<file path="src/rtl/mps_ext_do_sequencer.sv">
// mps_ext_do_sequencer
// Drives the power-stage contactor/relay coils that the MPS operation FSM
// reads back on its external DI bus:
//   bit 1 main contactor, bit 2 slow-charge contactor, bit 3 discharge relay.
// The on/off sequence state codes are mapped to a coil target. Any change of
// target is applied with break-before-make between main and discharge, then
// checked against the DI readback. A readback that does not match in time
// latches a fault and forces the safe pattern (discharge engaged only).
//
// Ports
//   i_clk         system clock
//   i_rst         asynchronous reset, active-low
//   i_on_state    on-sequence state code
//   i_off_state   off-sequence state code
//   i_ext_di      DI readback, only bits [3:1] are used
//   i_fault_clr   single-cycle fault clear request
//   o_ext_do      coil drive, bits [15:4] and [0] tied low
//   o_busy        sequencer not idle
//   o_fault       latched readback fault
//   o_fault_code  lowest mismatching coil bit (1..3) captured at fault, else 0
module mps_ext_do_sequencer #(
  parameter int unsigned DEAD_CLKS  = 200_000,
  parameter int unsigned FB_TIMEOUT = 40_000_000
) (
  input  logic        i_clk,
  input  logic        i_rst,
  input  logic [3:0]  i_on_state,
  input  logic [3:0]  i_off_state,
  input  logic [15:0] i_ext_di,
  input  logic        i_fault_clr,
  output logic [15:0] o_ext_do,
  output logic        o_busy,
  output logic        o_fault,
  output logic [3:0]  o_fault_code
);

  // Coil vectors are ordered {discharge, slow, main} = DO bits {3,2,1}.
  localparam logic [2:0]  SAFE_DO   = 3'b100;
  localparam logic [31:0] DEAD_LAST = DEAD_CLKS - 1;
  localparam logic [31:0] FB_LAST   = FB_TIMEOUT - 1;

  typedef enum logic [2:0] {
    S_IDLE,
    S_BREAK,
    S_DEAD,
    S_MAKE,
    S_VERIFY,
    S_FAULT
  } state_e;

  state_e      state_q,      state_d;
  logic [2:0]  tgt_q,        tgt_d;
  logic [2:0]  lat_q,        lat_d;
  logic [2:0]  do_q,         do_d;
  logic [31:0] dead_cnt_q,   dead_cnt_d;
  logic [31:0] fb_cnt_q,     fb_cnt_d;
  logic        fault_q,      fault_d;
  logic [3:0]  fault_code_q, fault_code_d;

  logic [2:0]  di_fb;
  logic        unused_di;

  assign di_fb     = i_ext_di[3:1];
  assign unused_di = ^{i_ext_di[15:4], i_ext_di[0]};

  // Coil target from the sequence state codes; top rows take priority.
  function automatic logic [2:0] map_target(input logic [3:0] on_s,
                                            input logic [3:0] off_s,
                                            input logic [2:0] prev);
    logic [2:0] t;
    t = prev;
    if (on_s == 4'd15 || off_s == 4'd15)          t = SAFE_DO;
    else if (off_s == 4'd1)                       t = {prev[2:1], 1'b0};
    else if (off_s == 4'd2)                       t = SAFE_DO;
    else if (on_s == 4'd1 || on_s == 4'd4)        t = 3'b000;
    else if (on_s >= 4'd6 && on_s <= 4'd9)        t = 3'b010;
    else if (on_s == 4'd10 || on_s == 4'd11)      t = 3'b011;
    else if (on_s >= 4'd12 && on_s <= 4'd14)      t = 3'b001;
    return t;
  endfunction

  // Main and discharge must never overlap: a target that closes one while
  // the other is currently closed has to open the other first.
  function automatic logic needs_break(input logic [2:0] tgt,
                                       input logic [2:0] cur);
    return (tgt[0] && cur[2]) || (tgt[2] && cur[0]);
  endfunction

  function automatic logic [31:0] sat_inc(input logic [31:0] v);
    return (v == 32'hFFFF_FFFF) ? v : v + 32'd1;
  endfunction

  function automatic logic [3:0] lowest_bit(input logic [2:0] m);
    if (m[0])      return 4'd1;
    else if (m[1]) return 4'd2;
    else if (m[2]) return 4'd3;
    else           return 4'd0;
  endfunction

  function automatic logic clr_allowed(input logic [3:0] s);
    return (s == 4'd0) || (s == 4'd15);
  endfunction

  always_comb begin
    state_d      = state_q;
    tgt_d        = map_target(i_on_state, i_off_state, tgt_q);
    lat_d        = lat_q;
    do_d         = do_q;
    dead_cnt_d   = dead_cnt_q;
    fb_cnt_d     = fb_cnt_q;
    fault_d      = fault_q;
    fault_code_d = fault_code_q;

    case (state_q)
      S_IDLE: begin
        // Target changes seen here are frozen into lat for the whole sequence.
        if (tgt_q != do_q) begin
          lat_d = tgt_q;
          if (needs_break(tgt_q, do_q)) begin
            state_d = S_BREAK;
          end else begin
            state_d = S_MAKE;
            do_d    = tgt_q;
          end
        end
      end

      S_BREAK: begin
        // Only openings are applied; closings wait for the dead time.
        do_d       = do_q & lat_q;
        dead_cnt_d = '0;
        state_d    = S_DEAD;
      end

      S_DEAD: begin
        // The make value is loaded on the edge that ends the last dead cycle,
        // so the coils sit open for exactly DEAD_CLKS cycles.
        if (dead_cnt_q >= DEAD_LAST) begin
          state_d = S_MAKE;
          do_d    = lat_q;
        end else begin
          dead_cnt_d = sat_inc(dead_cnt_q);
        end
      end

      S_MAKE: begin
        do_d     = lat_q;
        fb_cnt_d = '0;
        state_d  = S_VERIFY;
      end

      S_VERIFY: begin
        // Match is tested before the timeout so a late match still wins.
        if (di_fb == do_q) begin
          state_d = S_IDLE;
        end else if (fb_cnt_q >= FB_LAST) begin
          state_d      = S_FAULT;
          do_d         = SAFE_DO;
          fault_d      = 1'b1;
          fault_code_d = lowest_bit(di_fb ^ do_q);
        end else begin
          fb_cnt_d = sat_inc(fb_cnt_q);
        end
      end

      S_FAULT: begin
        do_d = SAFE_DO;
        if (i_fault_clr && clr_allowed(i_on_state) && clr_allowed(i_off_state)) begin
          state_d      = S_IDLE;
          fault_d      = 1'b0;
          fault_code_d = 4'd0;
          tgt_d        = SAFE_DO;
        end
      end

      default: begin
        state_d = S_IDLE;
        do_d    = SAFE_DO;
      end
    endcase
  end

  always_ff @(posedge i_clk or negedge i_rst) begin
    if (!i_rst) begin
      state_q      <= S_IDLE;
      tgt_q        <= SAFE_DO;
      lat_q        <= SAFE_DO;
      do_q         <= SAFE_DO;
      dead_cnt_q   <= '0;
      fb_cnt_q     <= '0;
      fault_q      <= 1'b0;
      fault_code_q <= 4'd0;
    end else begin
      state_q      <= state_d;
      tgt_q        <= tgt_d;
      lat_q        <= lat_d;
      do_q         <= do_d;
      dead_cnt_q   <= dead_cnt_d;
      fb_cnt_q     <= fb_cnt_d;
      fault_q      <= fault_d;
      fault_code_q <= fault_code_d;
    end
  end

  assign o_ext_do     = {12'h000, do_q, 1'b0};
  assign o_busy       = (state_q != S_IDLE);
  assign o_fault      = fault_q;
  assign o_fault_code = fault_code_q;

endmodule
</file>
<file path="config.mk">
export PLATFORM = sky130hd
export DESIGN_NAME = mps_ext_do_sequencer
export DESIGN_NICKNAME = d
export VERILOG_FILES = /design/src/rtl/mps_ext_do_sequencer.sv
export SDC_FILE = /design/constraint.sdc
export NUM_CORES = 1
export LEC_CHECK = 0
export ABC_AREA = 1
export BUFFER_PORTS_ARGS = -buffer_cell sky130_fd_sc_hd__buf_2
export CORE_ASPECT_RATIO = 0.5
export CORE_MARGIN = 1
export CORE_UTILIZATION = 60
export DETAILED_ROUTE_END_ITERATION = 10
export HOLD_SLACK_MARGIN = 0.02
export PLACE_DENSITY = 0.81
export SLEW_MARGIN = 20
export SYNTH_ARGS = -nofsm -noshare
export SYNTH_HDL_FRONTEND = slang
export SYNTH_SLANG_ARGS = --single-unit
</file>
<file path="constraint.sdc">
create_clock -name i_clk -period 2.4 [get_ports i_clk]
set_input_delay 0.36 -clock i_clk [delete_from_list [all_inputs] [get_ports i_clk]]
set_output_delay 0.36 -clock i_clk [all_outputs]
set_load 0.02 [all_outputs]
</file>
# [After elaboration in Yosys (flattened, before gate mapping)]
# Cells that the tools add are included.
[op_classes] mux=40 addsub=2 n_bitwise=2 n_reduce_logical=25 n_lt_le_gt_ge=6 eq_ne=28
[ops] operator="two-way mux 32 bit" count=5
[ops] operator="one-hot mux 32 bit (2 select lines)" count=2
[ops] operator="adder 32 x 1 -> 32 bit, second input constant" count=2
[ops] operator="== test 32 bit, second input constant" count=2
[ops] operator="two-way mux 3 bit" count=19
[ops] operator=">= comparator 32 x 18 -> 1 bit, second input constant" count=1
[ops] operator=">= comparator 32 x 26 -> 1 bit, second input constant" count=1
[ops] operator="!= test 2 bit, second input constant" count=10
[ops] operator="one-hot mux 3 bit (6 select lines)" count=1
[ops] operator="== test 4 bit, second input constant" count=4
[ops] operator="one-hot mux 3 bit (5 select lines)" count=1
[ops] operator="two-way mux 4 bit" count=3
[ops] operator="AND reduction 4 bit" count=3
[ops] operator="== test 4 x 1 -> 1 bit, second input constant" count=2
[ops] operator="less-or-equal comparator 4 bit, second input constant" count=2
[ops] operator="zero test 4 bit" count=2
[ops] operator="two-way mux 2 bit" count=4
[ops] operator="one-hot mux 4 bit (2 select lines)" count=1
[ops] operator="== test 3 x 2 -> 1 bit, second input constant" count=2
[ops] operator="== test 3 bit, second input constant" count=2
[ops] operator="logical AND 1 bit" count=6
[ops] operator="logical OR 1 bit" count=6
[ops] operator="nonzero test 2 bit" count=3
[ops] operator="AND reduction 5 bit" count=1
[ops] operator="other kinds (16)" count=18
[word_totals] word_cells=111 register_bits=81 in_bits=27 output_inout_bits=22

# [Depth between registers and ports, before layout]
[depth] depth_word=11 depth_mapped=14 depth_no_buf=14

# [Worst setup path before layout]
# OpenSTA, ideal clock, no wires.
[synth_path] kind="register -> register" from="register fb_cnt_q[0]" to="register fb_cnt_q[20]" synth_period_minus_slack_ns=1.762 slack_ns=0.638 path_stages_with_launch=15 path_buffers=1 setup_ns=0.117 arrival_ns=1.645 required_ns=2.283 cell_sequence="dfrtp_1 ha_1 nand2_1 inv_2 nand2_2 nor2_4 inv_2 nor2_2 nand2_1 nand2_1 a21oi_2 nand2_4 buf_6 nand2_1 nand2_1"
[synth_via] elab_chain_cells=5 elab_cells_between_ends=10 cone_classes="add/sub: 1; order compare: 1; eq/ne: 3; mux: 4; reduce/logical: 1"
[synth_rtl] item="start: declaration" line_no="56" rtl="logic [31:0] fb_cnt_q, fb_cnt_d;"
[synth_rtl] item="start signal: assignment" line_no="199" rtl="fb_cnt_q <= fb_cnt_d;"
[synth_rtl] item="adder 32 x 1 -> 32 bit" line_no="90" rtl="return (v == 32'hFFFF_FFFF) ? v : v + 32'd1;"
[synth_rtl] item="two-way mux 32 bit" line_no="90"
[synth_rtl] item="two-way mux 32 bit" line_no="156" rtl="end else if (fb_cnt_q >= FB_LAST) begin"
[synth_rtl] item="two-way mux 32 bit" line_no="154" rtl="if (di_fb == do_q) begin"
[synth_rtl] item="one-hot mux 32 bit (2 select lines)" line_no="114" rtl="case (state_q)"
# Parallel ways exist; a longest one is shown, timed or not. The select of a mux whose other input is x is not followed.
# A chain may end at the register's enable or synchronous reset.

# [Worst setup path after layout]
[layout_path] from="register fb_cnt_q[1]" to="register fb_cnt_q[17]"
# Same word-level chain as after synthesis.

==> summary.txt <==
Worst Skew: 9.386 ps
GRT Overall Usage: 0.2567
Antenna cells: 0
Crit-path max FO: 26
Warnings from Yosys: 0
Drt first pass iters: 5
Avg Inst Size Synth: 6.995 um2
CTS H-tree depth: 3
Seq cells post-synth: 79
Slew HR: 0.6363
Chip width: 133.4 um
Die height: 67.68 um
Post-synth top area cell: dfrtp_1
Die area: 9025 um2
Max-slew violations: 0
Core Box Area: 8173 um2
Setup crit end kind: flip-flop
Final non-filler cell total: 881
Top-area cell type share of the netlist area: 0.3674
Max clock buf depth: 2
Setup WS post-layout: 234.3 ps
Slew @ Worst Pin: 541.4 ps
Commonest non-fill, non-tap cell in the layout: nand2_1
Worst setup path class: reg2reg
Routed Wire Length: 10.84 mm
Class of the worst hold path: in2reg
CP Data Required Time: 2680 ps
CP startpoint kind: flip-flop
Post-CTS Setup Bufs: 0
Final setup TNS: 0 ps
GPL Wtd Cong: 0.9429
Vias: 4,620
Slowest-stage cell, CP: dfrtp_1
CTS resizes: 0
Distinct cell type count after synthesis: 40
Pre-CTS setup slack: 294.0 ps
Routed Antenna Nets: 0
Core Rows: 23
Initial core utilization: 0.6333
Crit-path max cell delay: 390 ps
Wire length per cell: 12.31 um
Post-route DRC: 0
Synth area leaders: dfrtp_1 37%, nand2_1 16%, nor2_1 7.9%
# setup viols final: 0
Netlist area before placement: 5176 um2
Hold_buf cts: 1
First-pass GRT wire length: 18.17 mm
CTS Root Cell: clkbuf_16
Final-stage net count: 793
Crit-path cells: ha_1, nand2_1, inv_2, nand2_2, nor2_4, nand2_1, nand2_1, nand2_2, nand2_2, nand2_4, nand2_4, nand2_1, nand2_1
Synthesis-to-finish area growth: 8.339%
Post-layout min period: 2166 ps
Buf/Inv on CP: 1
Maxcap violations: 0
Clock transition at path regs: 60 ps
Placed Cells: 864
Pleak: 0.002650 uW
CTS tree: done
Most frequent cells in the layout: 220 x nand2_1, 109 x nor2_1, 76 x dfrtp_1
Most used cell, CP: nand2_1
Worst IR drop on VDD: 0.0003836 V
Cells after Synth: 740
TritonCTS Buffers: 9
Largest net degree at the start of global routing: 36
1st-iter DRT viols: 374
Number of global-route vias before repair: 4,093
RSZ-0062 raised after global routing: false
Post-synthesis sequential area ratio: 0.3826
Total gr overflow: 0
Worst-Skew Late Latency: 350 ps
Layout cell share with drive strength beyond 1: 0.1222
Outcome: finished clean
Hold WS: 328.0 ps
CTS sink cnt: 79
PD cells: 500.6 nW/um2
Via density: 5.244
IO Count: 49
Fin util: 0.6862
DP Wirelength: 7.898 mm
Final period util: 0.9024
Critical Path AT: 2450 ps
Upper clock frequency limit: 461.8 MHz
Initial antenna violation count: 0
Largest delay share family, worst path: simple AND/OR/NAND/NOR gates
PortBufs: 20
Count of final hold-check violations: 0
[power by group]
| group | total [uW] | internal [uW] | switching [uW] | leakage, uW |
|---|---|---|---|---|
| Clock | 1340 | 745 | 596 | 0.000140 |
| Combinational | 118 | 32.4 | 85.3 | 0.00144 |
| Sequential | 1350 | 1340 | 7.55 | 0.00107 |
| Total | 2810 | 2120 | 689 | 0.00265 |
[worst min-delay path, cell delays in order]
cell and delay, ps:
buf_2 90, nor2_1 40, nand3_1 80, nand3_1 90
[cell usage after synthesis, drive strengths merged]
master  number
nand2      228
nor2       123
dfrtp       76
inv         76
nand3       68
buf         29
o21ai       29
xor2        22
nand4       17
nor3        17
xnor2       13
or2          9
a21boi       6
a21oi        6
clkbuf       3
dfstp        3
ha           2
o211ai       2
a21o         1
a22oi        1
a31oi        1
clkinv       1
conb         1
nand3b       1
o21bai       1
o221ai       1
o22ai        1
o311ai       1
o31ai        1
[path summary, 6_finish.rpt]
kind | slack (ps) | cells after the start | from | to
max in group asynchronous | 1190 | 3 | i_rst | tgt_q[2]
setup / recovery | 230 | 13 | fb_cnt_q[1] | fb_cnt_q[17]
setup reg to reg | 230 | 13 | fb_cnt_q[1] | fb_cnt_q[17]
hold / removal | 330 | 4 | i_off_state[2] | tgt_q[2]
hold reg to reg | 470 | 2 | o_fault_code[0] | o_fault_code[0]
min in group asynchronous | 510 | 2 | i_rst | dead_cnt_q[19]
[area by class of cell]
type	instances	area, um2
Fill cell	698	2565
Timing Repair Buffer	31	187.7
Inverter	77	291.5
Sequential cell	79	1981
Clock buffer	10	239.0
Clock inverter	6	51.30
Multi-Input combinational cell	566	2718
Tap cell	112	140.1
[through the flow]
step	power, uW	instance area, um2
floorplan	1454	5229
global placement	1486	5308
detailed placement	1489	5308
CTS	2819	5608
global route	2887	5608
finish	2807	5608
[logic make-up (layout without fill, tap and decap cells)]
kind of cell	count (synthesis)	after routing	share of synthesized area
AOI/OAI and AO/OA	51	51	0.06212
xor gates and xnor gates	35	35	0.05922
adders and majority gates	2	2	0.004834
buffers and inverters	109	124	0.1025
DFF	79	79	0.3826
other	1	15	0.0007245
and+or+nand+nor	463	463	0.3880
[registers in the layout, summed over array words and instances, names as in the netlist]
name	cells
o_fault_code	2
dead_cnt_q	32
do_q	3
o_fault	1
lat_q	3
fb_cnt_q	32
state_q	3
tgt_q	3
[per-layer routing]
metal	vias to the layer above	share of wire	global-route usage
li1	2350	-	-
met1	2125	0.48	0.3264
met2	136	0.46	0.4434
met3	9	0.052	0.06907
met4	0	0.0093	0.06108
met5	-	0	0
(Power assumes the default switching activity.)
